<file path="src/rtl/hazard_forward_unit.sv">
// hazard_forward_unit: forward-select generation and RAW hazard stall control with a shadow EXE/MEM/WB pipeline.
module hazard_forward_unit #(
    parameter int REG_ADDR_W = 5,
    parameter int CNT_W      = 16
) (
    input  logic                  clk,
    input  logic                  rst,
    input  logic                  forward_en,
    input  logic                  id_valid,
    input  logic [REG_ADDR_W-1:0] id_src1,
    input  logic [REG_ADDR_W-1:0] id_src2,
    input  logic                  id_src2_alu,
    input  logic                  id_src2_read,
    input  logic [REG_ADDR_W-1:0] id_dest,
    input  logic                  id_wb_en,
    input  logic                  id_mem_r_en,
    input  logic                  flush,
    input  logic                  freeze,
    output logic [1:0]            val1_forward_sel,
    output logic [1:0]            val2_forward_sel,
    output logic [1:0]            val3_forward_sel,
    output logic                  hazard_stall,
    output logic [CNT_W-1:0]      stall_count
);
    logic [REG_ADDR_W-1:0] exe_src1, exe_src2, exe_dest, mem_dest, wb_dest;
    logic exe_src2_alu, exe_src2_read, exe_wb_en, exe_mem_r_en, mem_wb_en, wb_wb_en;
    logic s1_mem, s1_wb, s2_mem, s2_wb, i1_exe, i2_exe, i1_mem, i2_mem, take;

    function automatic logic hit(input logic [REG_ADDR_W-1:0] src, input logic wb,
                                 input logic [REG_ADDR_W-1:0] dest);
        return (src != '0) && wb && (dest == src);
    endfunction

    always_comb begin
        s1_mem = hit(exe_src1, mem_wb_en, mem_dest);
        s1_wb  = hit(exe_src1, wb_wb_en, wb_dest);
        s2_mem = hit(exe_src2, mem_wb_en, mem_dest);
        s2_wb  = hit(exe_src2, wb_wb_en, wb_dest);
        i1_exe = hit(id_src1, exe_wb_en, exe_dest);
        i2_exe = id_src2_read && hit(id_src2, exe_wb_en, exe_dest);
        i1_mem = hit(id_src1, mem_wb_en, mem_dest);
        i2_mem = id_src2_read && hit(id_src2, mem_wb_en, mem_dest);
        val1_forward_sel = !forward_en ? 2'b00 : s1_mem ? 2'b01 : s1_wb ? 2'b10 : 2'b00;
        val2_forward_sel = !(forward_en && exe_src2_alu) ? 2'b00 : s2_mem ? 2'b01 : s2_wb ? 2'b10 : 2'b00;
        val3_forward_sel = !(forward_en && exe_src2_read) ? 2'b00 : s2_mem ? 2'b01 : s2_wb ? 2'b10 : 2'b00;
        // With forwarding only a load in EXE cannot be bypassed in time
        hazard_stall = id_valid && !flush &&
                       (forward_en ? exe_mem_r_en && (i1_exe || i2_exe)
                                   : (i1_exe || i2_exe || i1_mem || i2_mem));
        take = id_valid && !flush && !hazard_stall;
    end

    always_ff @(posedge clk) begin
        if (rst) begin
            exe_src1      <= '0;
            exe_src2      <= '0;
            exe_src2_alu  <= 1'b0;
            exe_src2_read <= 1'b0;
            exe_dest      <= '0;
            exe_wb_en     <= 1'b0;
            exe_mem_r_en  <= 1'b0;
            mem_dest      <= '0;
            mem_wb_en     <= 1'b0;
            wb_dest       <= '0;
            wb_wb_en      <= 1'b0;
            stall_count   <= '0;
        end else if (!freeze) begin
            exe_src1      <= take ? id_src1 : '0;
            exe_src2      <= take ? id_src2 : '0;
            exe_src2_alu  <= take && id_src2_alu;
            exe_src2_read <= take && id_src2_read;
            exe_dest      <= take ? id_dest : '0;
            exe_wb_en     <= take && id_wb_en;
            exe_mem_r_en  <= take && id_mem_r_en;
            mem_dest      <= exe_dest;
            mem_wb_en     <= exe_wb_en;
            wb_dest       <= mem_dest;
            wb_wb_en      <= mem_wb_en;
            if (hazard_stall && stall_count != '1)
                stall_count <= stall_count + {{(CNT_W-1){1'b0}}, 1'b1};
        end
    end
endmodule

</file>
<file path="config.mk">
export PLATFORM = sky130hd
export DESIGN_NAME = hazard_forward_unit
export DESIGN_NICKNAME = d
export VERILOG_FILES = /design/src/rtl/hazard_forward_unit.sv
export SDC_FILE = /design/constraint.sdc
export NUM_CORES = 1
export LEC_CHECK = 0
export ABC_AREA = 1
export CAP_MARGIN = 10
export CORE_MARGIN = 8
export CORE_UTILIZATION = 48
export CTS_CLUSTER_SIZE = 24
export DETAILED_ROUTE_END_ITERATION = 6
export GPL_ROUTABILITY_DRIVEN = 1
export HOLD_SLACK_MARGIN = 0.08
export PLACE_DENSITY = 0.81
export SYNTH_ARGS = -nofsm -noshare
export SYNTH_HDL_FRONTEND = slang
export SYNTH_SLANG_ARGS = --single-unit
</file>
<file path="constraint.sdc">
create_clock -name clk -period 2.81 [get_ports clk]
set_input_delay 0.562 -clock clk [delete_from_list [all_inputs] [get_ports clk]]
set_output_delay 0.562 -clock clk [all_outputs]
set_load 0.005 [all_outputs]
</file>
==> results of run 1 <==
-- flip-flops by register name (all words and copies together) (netlist names) --
name           cells
wb_dest            5
mem_dest           5
stall_count       16
exe_src2_alu       1
exe_src2_read      1
exe_wb_en          1
mem_wb_en          1
exe_src2           5
exe_mem_r_en       1
exe_dest           5
wb_wb_en           1
exe_src1           5
-- Yosys cell counts (13+ instances only) --
cell type  instances
nor2_1            44
a21oi_1           46
nand2_1          125
dfxtp_1           47
xor2_1            13
inv_1             43
nand4_1           16
nor3_1            13
xnor2_1           13
clkbuf_1          13
o21ai_0           19
nand3_1           24
-- worst max-delay path, delay by kind of cell, from the launching register on --
family	cells	cell delay [ns]
buffers and inverters	2	0.60
flip-flops	1	0.52
AND/OR/NAND/NOR	3	0.37
AO/OA/AOI/OAI	2	0.30
-- cells by family (layout without fill, tap and decap cells) --
kind of cell,count (synthesis),count (layout),share of synthesized area
and+or+nand+nor,238,238,0.358
AOI/OAI and AO/OA,74,74,0.141
buffers and inverters,69,124,0.0968
DFF,47,47,0.322
xor gates and xnor gates,26,26,0.0780
adders and majority gates,1,1,0.00428
-- cell type report --
class	count	area share
multi-input cells	339	0.467
inverters	50	0.0515
clock inverters	1	0.00824
repair buffers	67	0.169
well taps	75	0.0257
flip-flops and latches	47	0.259
clock buffers	6	0.0199
-- power groups by stage --
stage,sequential (mW),combinational (mW),clock [mW]
CTS,0.705,0.203,0.494
floorplan,0.712,0.119,0
global placement,0.720,0.198,0
finish,0.706,0.205,0.487
detailed placement,0.721,0.201,0
global route,0.708,0.230,0.522
-- stage by stage --
step | util | setup slack (ns) | setup TNS, ns | area, um^2
global placement | 0.601 | -0.164 | -0.164 | 3540
floorplan | - | 0.724 | 0 | 2920
finish | 0.619 | 0.153 | 0 | 3640
CTS | 0.619 | 0.0198 | 0 | 3640
global route | 0.619 | -0.00410 | -0.00410 | 3640
detailed placement | 0.601 | -0.268 | -0.268 | 3540
-- per-layer routing --
metal	wire [um]	GRT usage
met2	3880	0.314
met4	155	0.0700
met1	3700	0.248
met5	0	0
met3	552	0.0320
-- path summary, 6_finish.rpt --
check | cells past startpoint | endpoint
worst max-delay path | 7 | val1_forward_sel[0]
worst min-delay path | 2 | exe_src2_read
worst max register to register | 9 | stall_count[11]
worst min register to register | 2 | exe_src2_read
==> impl_metrics.toml, run 1 <==
[sta]
rsz0062_at_grt = "true"
finalCritPeriodShare = 0.946
timing.hold.ws_ns = 0.473
fin_skew_ns = 0.0103
max_freq_mhz = 376
slew_headroom = 0.624
period_needed_ns = 2.66
tightest_slew_ns = 0.562
final_hold_viol_count = 0
setup_viol = 0
final-max-slew-violation-count = 0

[setup_path]
slowest_delay_ns = 0.52
path_max_fanout = 7
r2r-start = "stall_count[0]"
critPathKind = "flop to output pin"
critPathCaptureType = "output pin"
worstPathArrival_ns = 2.10
worstPathCellList = "o21ai_0, a21oi_1, nand3_1, nor4_1, inv_1, nor2_1, clkdlybuf4s50_1"
startpoint = "mem_dest[3]"
ff2ff_setup_slack_ns = 0.77
cp-start-kind = "flop"
critical_path_required_ns = 2.25
cp_slowest_cell = "dfxtp_1"

[global_route]
gr-total-overflow = 0
grt_pass1_vias = 2938
track_usage = 0.193
grt_max_degree = 49
grt_pass1_wl_mm = 13.8
grt_antenna_before_repair = 0

[cells_and_area]
layout-drive-gt1-share = 0.0843
final_common_cell = "nand2_1"
multiInputGateArea_um2 = 1700
nets = 536
stdcell_count = 585
area_delta_synth_final_pct = 24.8
mostFrequentLayoutCells = "nand2_1 (125), a21oi_1 (46), clkdlybuf4s50_1 (46)"
final-seq-area_um2 = 943
fillers = 549
diodes = 0

[detailed_routing]
wire_per_inst_um = 14.2
drt_iter0_markers = 315
vias = 3139
first_pass_iters = 5
routed_wl_mm = 8.28
remaining_drc_errors = 0
viasPerCell = 5.37
drtAntennaViolNets = 0

[synthesis]
async_flop_share = 0
synth_edf_count = 0
ys_seq_area_frac = 0.322
yosys.area.top_type_share = 0.322
synthesis.area_um2 = 2920
netlist_top_cells_area = "dfxtp_1 (32%), nand2_1 (16%), a21oi_1 (7.9%)"
synthFlopType = "dfxtp_1"
syn-instance-count = 455
synth_nets = 481
syn_avg_cell_area_um2 = 6.42
yosysWarnings = 0
yosysTopAreaCell = "dfxtp_1"
ys_types = 30
synth_seq_cells = 47

[floorplan]
die_h_um = 94
die_x_um = 94
initial_core_util = 0.496
rows = 28
coreArea_um2 = 5890
dieArea_um2 = 8840
boundaryPins = 48

[clocking]
cts_root_buffer = "clkbuf_8"
cts_tree = "yes"
ctsHtreeMaxLevel = 2
hold_buffers = 0
ctsResizeCount = 1
worstSkewPairLatency_ns = 0.30
cts.sinks = 47
path_clk_slew_ns = 0.09
cts_setup_buffers = 0
clk_path_buf_depth = 2
numCtsBuffers = 5

[power_and_ir_drop]
switching_share = 0.259
vdd_drop_max_uv = 293
clockPowerShare = 0.348
sequentialPowerShare = 0.505
p_per_area_nw_per_um2 = 384
cellLeakagePower_nw = 1.41
power_mw = 1.40
power_frac_comb = 0.147
p_switching_mw = 0.362
p_int_mw = 1.04

[placement]
io_buffers = 47
globalplace.congestion = 0.935
hpwl_mm = 6.07
dpl.cell_count = 578

[min_path]
holdCritPathClass = "flop to flop"
hold_start = "exe_src2_read"

[flow_run]
max_cap_viol_count = 0

[run_status]
status = "finished, final reports clean"
Note: power is estimated with default switching activity, not from simulation.
==> run 2: changes to the inputs <==
- CORE_MARGIN: 8 -> not set
==> run 2 against run 1 <==
Effect of this change: the flow now finishes with violations (design-rule violations); via count is 2.0% lower; design area is 0.76% higher; total power down 0.17%; critical path type is now primary input to output pin; critical endpoint is now hazard_stall; non-clock buffer count is the same; combinational power is essentially flat; hold slack got worse by 0.0019 ns; global-route usage up 6.0 points.
==> impl_metrics.toml, run 2 (synthesis gave the netlist of run 1 again) <==
[detailed_routing]
drtAntennaViolNets = 0
viasPerCell = 5.26
vias = 3076
routed_wl_mm = 7.59
wire_per_inst_um = 13.0
first_pass_iters = 7
drt_iter0_markers = 224
remaining_drc_errors = 1

[sta]
slew_headroom = 0.652
fin_skew_ns = 0.00535
period_needed_ns = 2.69
final-max-slew-violation-count = 0
max_freq_mhz = 372
tightest_slew_ns = 0.521
final_hold_viol_count = 0
setup_viol = 0
finalCritPeriodShare = 0.957
tns_ns = 0

[setup_path]
worstPathArrival_ns = 2.13
path_common_cell = "nand2_1"
critical_path_required_ns = 2.25
ff2ff_path_depth = 13
critPathCaptureType = "output pin"
slowest_delay_ns = 0.48
cp-start-kind = "primary input"
worstPathCellList = "clkdlybuf4s50_1, inv_1, nand2_1, nand2_1, nand2_1, nor2_1, nand2_1, nand2_1, nand2_1, nand2_4, inv_2, nor3_1, dlygate4sd2_1"
path_max_fanout = 3
cp_slowest_cell = "clkdlybuf4s50_1"
critPathKind = "primary input to output pin"

[run_status]
violations = "design-rule violations"
status = "finished, violations left"

[clocking]
cts_tree = "yes"
numCtsBuffers = 5
cts.sinks = 47
cts_root_buffer = "clkbuf_8"
hold_buffers = 0
worstSkewPairLatency_ns = 0.30
clk_path_buf_depth = 2
path_clk_slew_ns = 0.08
ctsHtreeMaxLevel = 2

[placement]
dpl.cell_count = 578
globalplace.congestion = 0.944
io_buffers = 47
hpwl_mm = 5.48
placed_area_um2 = 3550

[cells_and_area]
largest_reg_flops = 16
fillers = 542
top_register = "stall_count"
fin_util = 0.624
diodes = 0
stdcell_count = 585
layout-drive-gt1-share = 0.0843
final_common_cell = "nand2_1"
mostFrequentLayoutCells = "nand2_1 (125), a21oi_1 (45), dfxtp_1 (45)"
area_delta_synth_final_pct = 25.7
design_area_um2 = 3670
nets = 536

[global_route]
grt_pass1_vias = 2750
track_usage = 0.252
grt_pass1_wl_mm = 12.6
gr-total-overflow = 0
grt_max_degree = 45
grt_antenna_before_repair = 0

[power_and_ir_drop]
cellLeakagePower_nw = 1.44
vdd_drop_max_uv = 217
p_per_area_nw_per_um2 = 380

[floorplan]
die_h_um = 80
rows = 28
die_x_um = 80
boundaryPins = 48
dieArea_um2 = 6400
coreArea_um2 = 5890
initial_core_util = 0.496

[min_path]
hold_depth = 2
holdCritPathClass = "flop to flop"

[flow_run]
max_cap_viol_count = 0
run 2: where the power goes:
group / switching, mW / leakage, nW / internal (mW)
logic: 0.113 / 1.01 / 0.0940
clock network: 0.222 / 0.0513 / 0.261
registers: 0.0231 / 0.383 / 0.682
total: 0.358 / 1.44 / 1.04
run 2: worst max-delay path, delay by kind of cell:
kind	cells	cell delay (ns)
AND/OR/NAND/NOR	9	0.68
buffers and inverters	4	0.90
run 2: final cells by class:
cell class	instances	area, um^2	share of cell area
clock buffer	6	72.6	0.0198
clock inverter	1	30.0	0.00818
inverter	50	188	0.0511
multi-input combinational	339	1710	0.465
sequential	47	943	0.257
tap	75	93.8	0.0256
timing repair buffer	67	638	0.174
run 2: path summary, 6_finish.rpt:
kind	startpoint	to	slack, ns
max	id_src1[2]	hazard_stall	0.12
min	exe_src2_read	exe_src2_read	0.47
max reg2reg	mem_dest[0]	stall_count[1]	0.84
min reg2reg	exe_src2_read	exe_src2_read	0.47
run 2: timing repair:
item | CTS | global route
resized for setup | 3 | 9
endpoints found under the setup margin | 1 | 5
cloned | 0 | 0
setup buffers | 0 | 0
run 2: metrics by stage:
step / power, mW / worst slack [ns] / hold slack (ns)
6_report: 1.40 / 0.122 / 0.471
5_1_grt: 1.45 / -0.0165 / 0.501
4_1_cts: 1.40 / 0.0512 / 0.475
3_5_place_dp: 0.923 / -0.194 / 0.462
3_3_place_gp: 0.920 / -0.180 / 0.456
2_1_floorplan: 0.831 / 0.724 / 0.445
run 2: layer usage:
layer,track usage,routed length [um],vias up
met1,0.344,3480,1358
met2,0.399,3420,120
met4,0.100,183,0
met5,0,0,-
li1,-,-,1582
met3,0.0343,501,16
==> edit 1, RTL diff (config.mk and constraints of run 1) <==
Register the output `stall_count` once more, with the module's reset; this adds one clock of latency there. The other outputs are not delayed to match.
--- a/src/rtl/hazard_forward_unit.sv
+++ b/src/rtl/hazard_forward_unit.sv
@@ -24,2 +24,4 @@
 );
+
+    logic [CNT_W-1:0] stall_count_s0;
     logic [REG_ADDR_W-1:0] exe_src1, exe_src2, exe_dest, mem_dest, wb_dest;
@@ -65,3 +67,3 @@
             wb_wb_en      <= 1'b0;
-            stall_count   <= '0;
+            stall_count_s0 <= '0;
         end else if (!freeze) begin
@@ -78,6 +80,14 @@
             wb_wb_en      <= mem_wb_en;
-            if (hazard_stall && stall_count != '1)
-                stall_count <= stall_count + {{(CNT_W-1){1'b0}}, 1'b1};
+            if (hazard_stall && stall_count_s0 != '1)
+                stall_count_s0 <= stall_count_s0 + {{(CNT_W-1){1'b0}}, 1'b1};
         end
     end
+    always_ff @(posedge clk) begin
+        if (rst) begin
+            stall_count <= '0;
+        end else begin
+            stall_count <= stall_count_s0;
+        end
+    end
+
 endmodule
Function: changed (Yosys sat finds a counterexample within 4 cycles, from zero or initial values and one cycle with rst high).
==> edit 1 against run 1 <==
- routed wire length up 8.5%
- count of clock-buffer cells in the layout up 5
- combinational power up 2%
- power up 39%
- maximum frequency down 1.3%
- sequential cell count up 16
- setup slack worse by 0.035 ns
- cell area up 12%
- sequential share of layout area up 5.1 points
- synthesized area up 11%
- worst hold slack worse by 0.025 ns
==> edit 1: results (changes against run 1) <==
Status: finished clean
Clock buffers: 11 (+5)
VDD IR-drop max: 0.288 mV (-1.6%)
Largest net degree at the start of global routing: 39 (-20%)
Vias in the first global route: 3228 (+9.9%)
Final Skew: 0.0106 ns (+0.000333 ns)
H-tree depth: 3 (+1)
Share of post-route cells with drive strength above 1: 0.126 (+0.0414)
P_sw: 0.000508 W (+41%)
Multi-input combinational area share: 0.405 (-0.0616)
Placed Cells: 597 (+3.3%)
FFs & Latches: 63 (+34%)
CTS buffer count: 9 (+4)
Placed Area: 3840 µm² (+8.4%)
Flop pwr share: 0.480 (-0.025)
Synth top area cells: dfxtp_1 (39%), nand2_1 (12%), inv_1 (7.0%)
Mapped Nets: 499 (+3.7%)
Clock group share of total power: 0.412 (+0.064)
Non-CTS inverters: 73 (+46%)
Util after Layout: 0.612 (-0.00746)
Worst slack, placed: -0.255 ns (+0.0132 ns)
First-pass GRT wire length: 15200 µm (+9.9%)
Die Wd: 98.3 µm (+4.5%)
Multi-input comb cells: 319 (-5.9%)
Synth Instances: 473 (+4.0%)
N_diodes: 0 (unchanged)
Clock latency on the worst-skew pair: 0.35 ns (+0.05 ns)
Crit path DAT: 2.13 ns (+0.03 ns)
Filler instances: 601 (+9.5%)
Compound-Gate Fraction of Synth Area: 0.127 (-0.0138)
DR iter-0 viols: 179 (-43%)
Clock transition at path regs: 0.07 ns (-0.02 ns)
Slowest cell on crit path: clkdlybuf4s50_1
Routed wire length: 8990 µm (+8.5%)
Leakage power: 1.71 nW (+21%)
Top post-synthesis cells by count: nand2_1 (107), dfxtp_1 (63), inv_1 (61)
RD Place Congestion: 0.986 (+5.4%)
GR Util All Layers: 0.192 (-0.000982)
Signal buf overhead: 0.144 (-0.0244)
Final-layout clock-cell area share: 0.0487 (+0.0205)
Worst relative slew slack: 0.475 (-0.149)
Nonclk buf count: 62 (-7.5%)
Switching share of power: 0.262 (+0.00326)
Seq area share: 0.309 (+0.0506)
Sequential-to-total area share from yosys stat: 0.388 (+0.0661)
Via count: 3277 (+4.4%)
Post-Synth Adder-Cell Area: 0.00385 (-0.000432)
Nets@finish: 554 (+3.4%)
Xor-xnor portion of the synthesized cell area: 0.0351 (-0.0429)
Unique cell type count in the Yosys netlist: 39 (+30%)
Final HPWL DP: 6270 µm (+3.4%)
==> edit 1: cell types whose count changed in the layout (fill, tap and decap cells not counted), moves of 11 or more <==
cell,delta
inv_1,+19
nand2_1,-18
dfxtp_1,+15
nand3_1,-15
a21oi_1,-11
o21ai_1,+11
==> edit 1: per-layer routing <==
layer / up-vias / wire, µm / track usage
li1: 1635 / - / -
met1: 1523 / 3870 / 0.231
met2: 98 / 4340 / 0.318
met3: 21 / 553 / 0.0377
met4: 0 / 218 / 0.0945
met5: - / 0 / 0
==> edit 1: worst paths after layout <==
kind,start,to,slack (ns),cells after the start
max reg2reg,stall_count_s0[0],stall_count_s0[15],0.69,12
max,mem_dest[3],val2_forward_sel[1],0.12,7
min reg2reg,stall_count_s0[7],stall_count[7],0.45,2
min,stall_count_s0[7],stall_count[7],0.45,2
==> edit 1: timing repair <==
item,in CTS,in global routing
gates resized for setup,3,13
gates cloned,0,0
pin swaps,1,0
setup buffers,0,0
endpoints found under the setup margin,1,6
endpoints found under the hold margin,0,0
==> edit 2, RTL diff (flow settings as in run 1) <==
Without the edit above. Change the parameter `REG_ADDR_W` from 5 to 6.
--- a/src/rtl/hazard_forward_unit.sv
+++ b/src/rtl/hazard_forward_unit.sv
@@ -2,3 +2,3 @@
 module hazard_forward_unit #(
-    parameter int REG_ADDR_W = 5,
+    parameter int REG_ADDR_W = 6,
     parameter int CNT_W      = 16
Ports: changed (resized id_dest, id_src1 and id_src2); port bits go from 48 to 51. No check against the original RTL was run, so the function may have changed too.
==> edit 2 against run 1 <==
- routed wire length up 2.8%
- sequential cell count up 5
- critical path depth unchanged
- synthesized area up 3.6%
- cell area up 3.7%
- setup slack worse by 0.038 ns
- power up 1.9%
- clock skew down 0.0048 ns
==> edit 2: results (changes against run 1) <==
Final Skew: 0.00548 ns (-0.00481 ns)
Critical path's largest stage delay: 0.55 ns (+0.03 ns)
Compound-Gate Fraction of Synth Area: 0.169 (+0.0281)
GR Util All Layers: 0.189 (-0.00372)
Initial antenna violation count: 1 (+1)
Final setup margin: 0.115 ns (-0.0378 ns)
Placed Area: 3640 µm² (+2.9%)
Top post-synthesis cells by count: nand2_1 (107), inv_1 (63), nor2_1 (55)
Mapped Nets: 499 (+3.7%)
Worst setup path end: val1_forward_sel[1]
Post-Synth Adder-Cell Area: 0.00413 (-0.000151)
Drt first pass iters: 4 (-1)
Met2 global-route usage: 0.333 (+0.0187)
Final Hold Slack: 0.472 ns (-0.000987 ns)
Vias in the first global route: 3127 (+6.4%)
VDD IR-drop max: 0.276 mV (-5.6%)
Status: finished clean
Routed wire length: 8520 µm (+2.8%)
WL met3: 513 µm (-7.1%)
Gates resized, CTS repair: 14 (+13)
Worst relative slew slack: 0.707 (+0.0829)
Share of post-route cells with drive strength above 1: 0.0914 (+0.00711)
FF/Latch Area: 1050 µm² (+11%)
Unique cell type count in the Yosys netlist: 35 (+17%)
Synth top area cells: dfxtp_1 (34%), nand2_1 (13%), inv_1 (7.8%)
Leakage power: 1.55 nW (+9.8%)
First-pass GRT wire length: 14000 µm (+1.3%)
Nets@finish: 553 (+3.2%)
Slowest cell on crit path: clkdlybuf4s50_1
Met1 Use GR: 0.221 (-0.0267)
Reg2reg path depth: 14 (+5)
DR iter-0 viols: 264 (-16%)
GR Util met3: 0.0370 (+0.00503)
Max reg flops: 16 (unchanged)
Post-Route M1 WL: 3630 µm (-2.0%)
Final HPWL DP: 6240 µm (+2.8%)
Routed vias/inst: 5.42 (+0.94%)
Clock transition at path regs: 0.09 ns (about the same)
Port-buffer cells: 50 (+6.4%)
R2r endpoint: stall_count[10]
Worst slack, placed: -0.144 ns (+0.124 ns)
Sequential-to-total area share from yosys stat: 0.344 (+0.0218)
RD Place Congestion: 0.935 (about the same)
R2r startpoint: mem_dest[4]
Met2 WL post-DR: 4190 µm (+8.1%)
Crit path DAT: 2.13 ns (+0.03 ns)
Filler instances: 603 (+9.8%)
==> edit 2: changes by cell type in the layout (fill, tap and decap cells not counted), moves of 6 or more <==
cell	change
nand3_1	-10
inv_1	+21
nand2_1	-18
clkdlybuf4s50_1	-11
buf_4	-6
nand3b_1	-8
nand4_1	+18
dlygate4sd2_1	+13
xor2_1	-8
nor2_1	+10
nor3_1	-8
o21ai_0	+9
==> edit 2: worst max-delay path: cells and delay by family, from the launching register on <==
kind            cells  cell delay, ns
compound gates      1            0.17
flops               1            0.46
buf+inv             3            0.80
simple gates        3            0.41
==> edit 2: layout make-up <==
cell class / instances / area share
Multi-Input combinational cell: 332 / 0.443
Tap cell: 77 / 0.0255
Antenna cell: 1 / 0.000662
Clock buffer: 8 / 0.0238
Inverter: 68 / 0.0675
Timing Repair Buffer: 65 / 0.162
Sequential cell: 52 / 0.277
==> edit 2: worst min path at each step <==
stage                       start            end  slack [ns]  cells after the start
floorplan            exe_src2_alu   exe_src2_alu        0.45                      2
global placement    exe_src2_read  exe_src2_read        0.46                      2
detailed placement  exe_src2_read  exe_src2_read        0.46                      2
CTS                 exe_src2_read  exe_src2_read        0.47                      2
global route        exe_src2_read  exe_src2_read        0.50                      2
finish              exe_src2_read  exe_src2_read        0.47                      2
==> edit 2: stage by stage <==
step,power (W),instances,TNS (ns)
floorplan,0.000912,470,0
global placement,0.000999,591,-0.143
detailed placement,0.00100,591,-0.144
CTS,0.00143,599,0
global route,0.00150,603,-0.00836
finish,0.00143,603,0
==> edit 2: power groups by stage <==
stage               Clock (W)  Sequential (W)  Combinational [W]
finish               0.000434        0.000782           0.000209
global route         0.000478        0.000784           0.000233
CTS                  0.000445        0.000780           0.000201
detailed placement          0        0.000798           0.000206
global placement            0        0.000797           0.000202
floorplan                   0        0.000789           0.000123
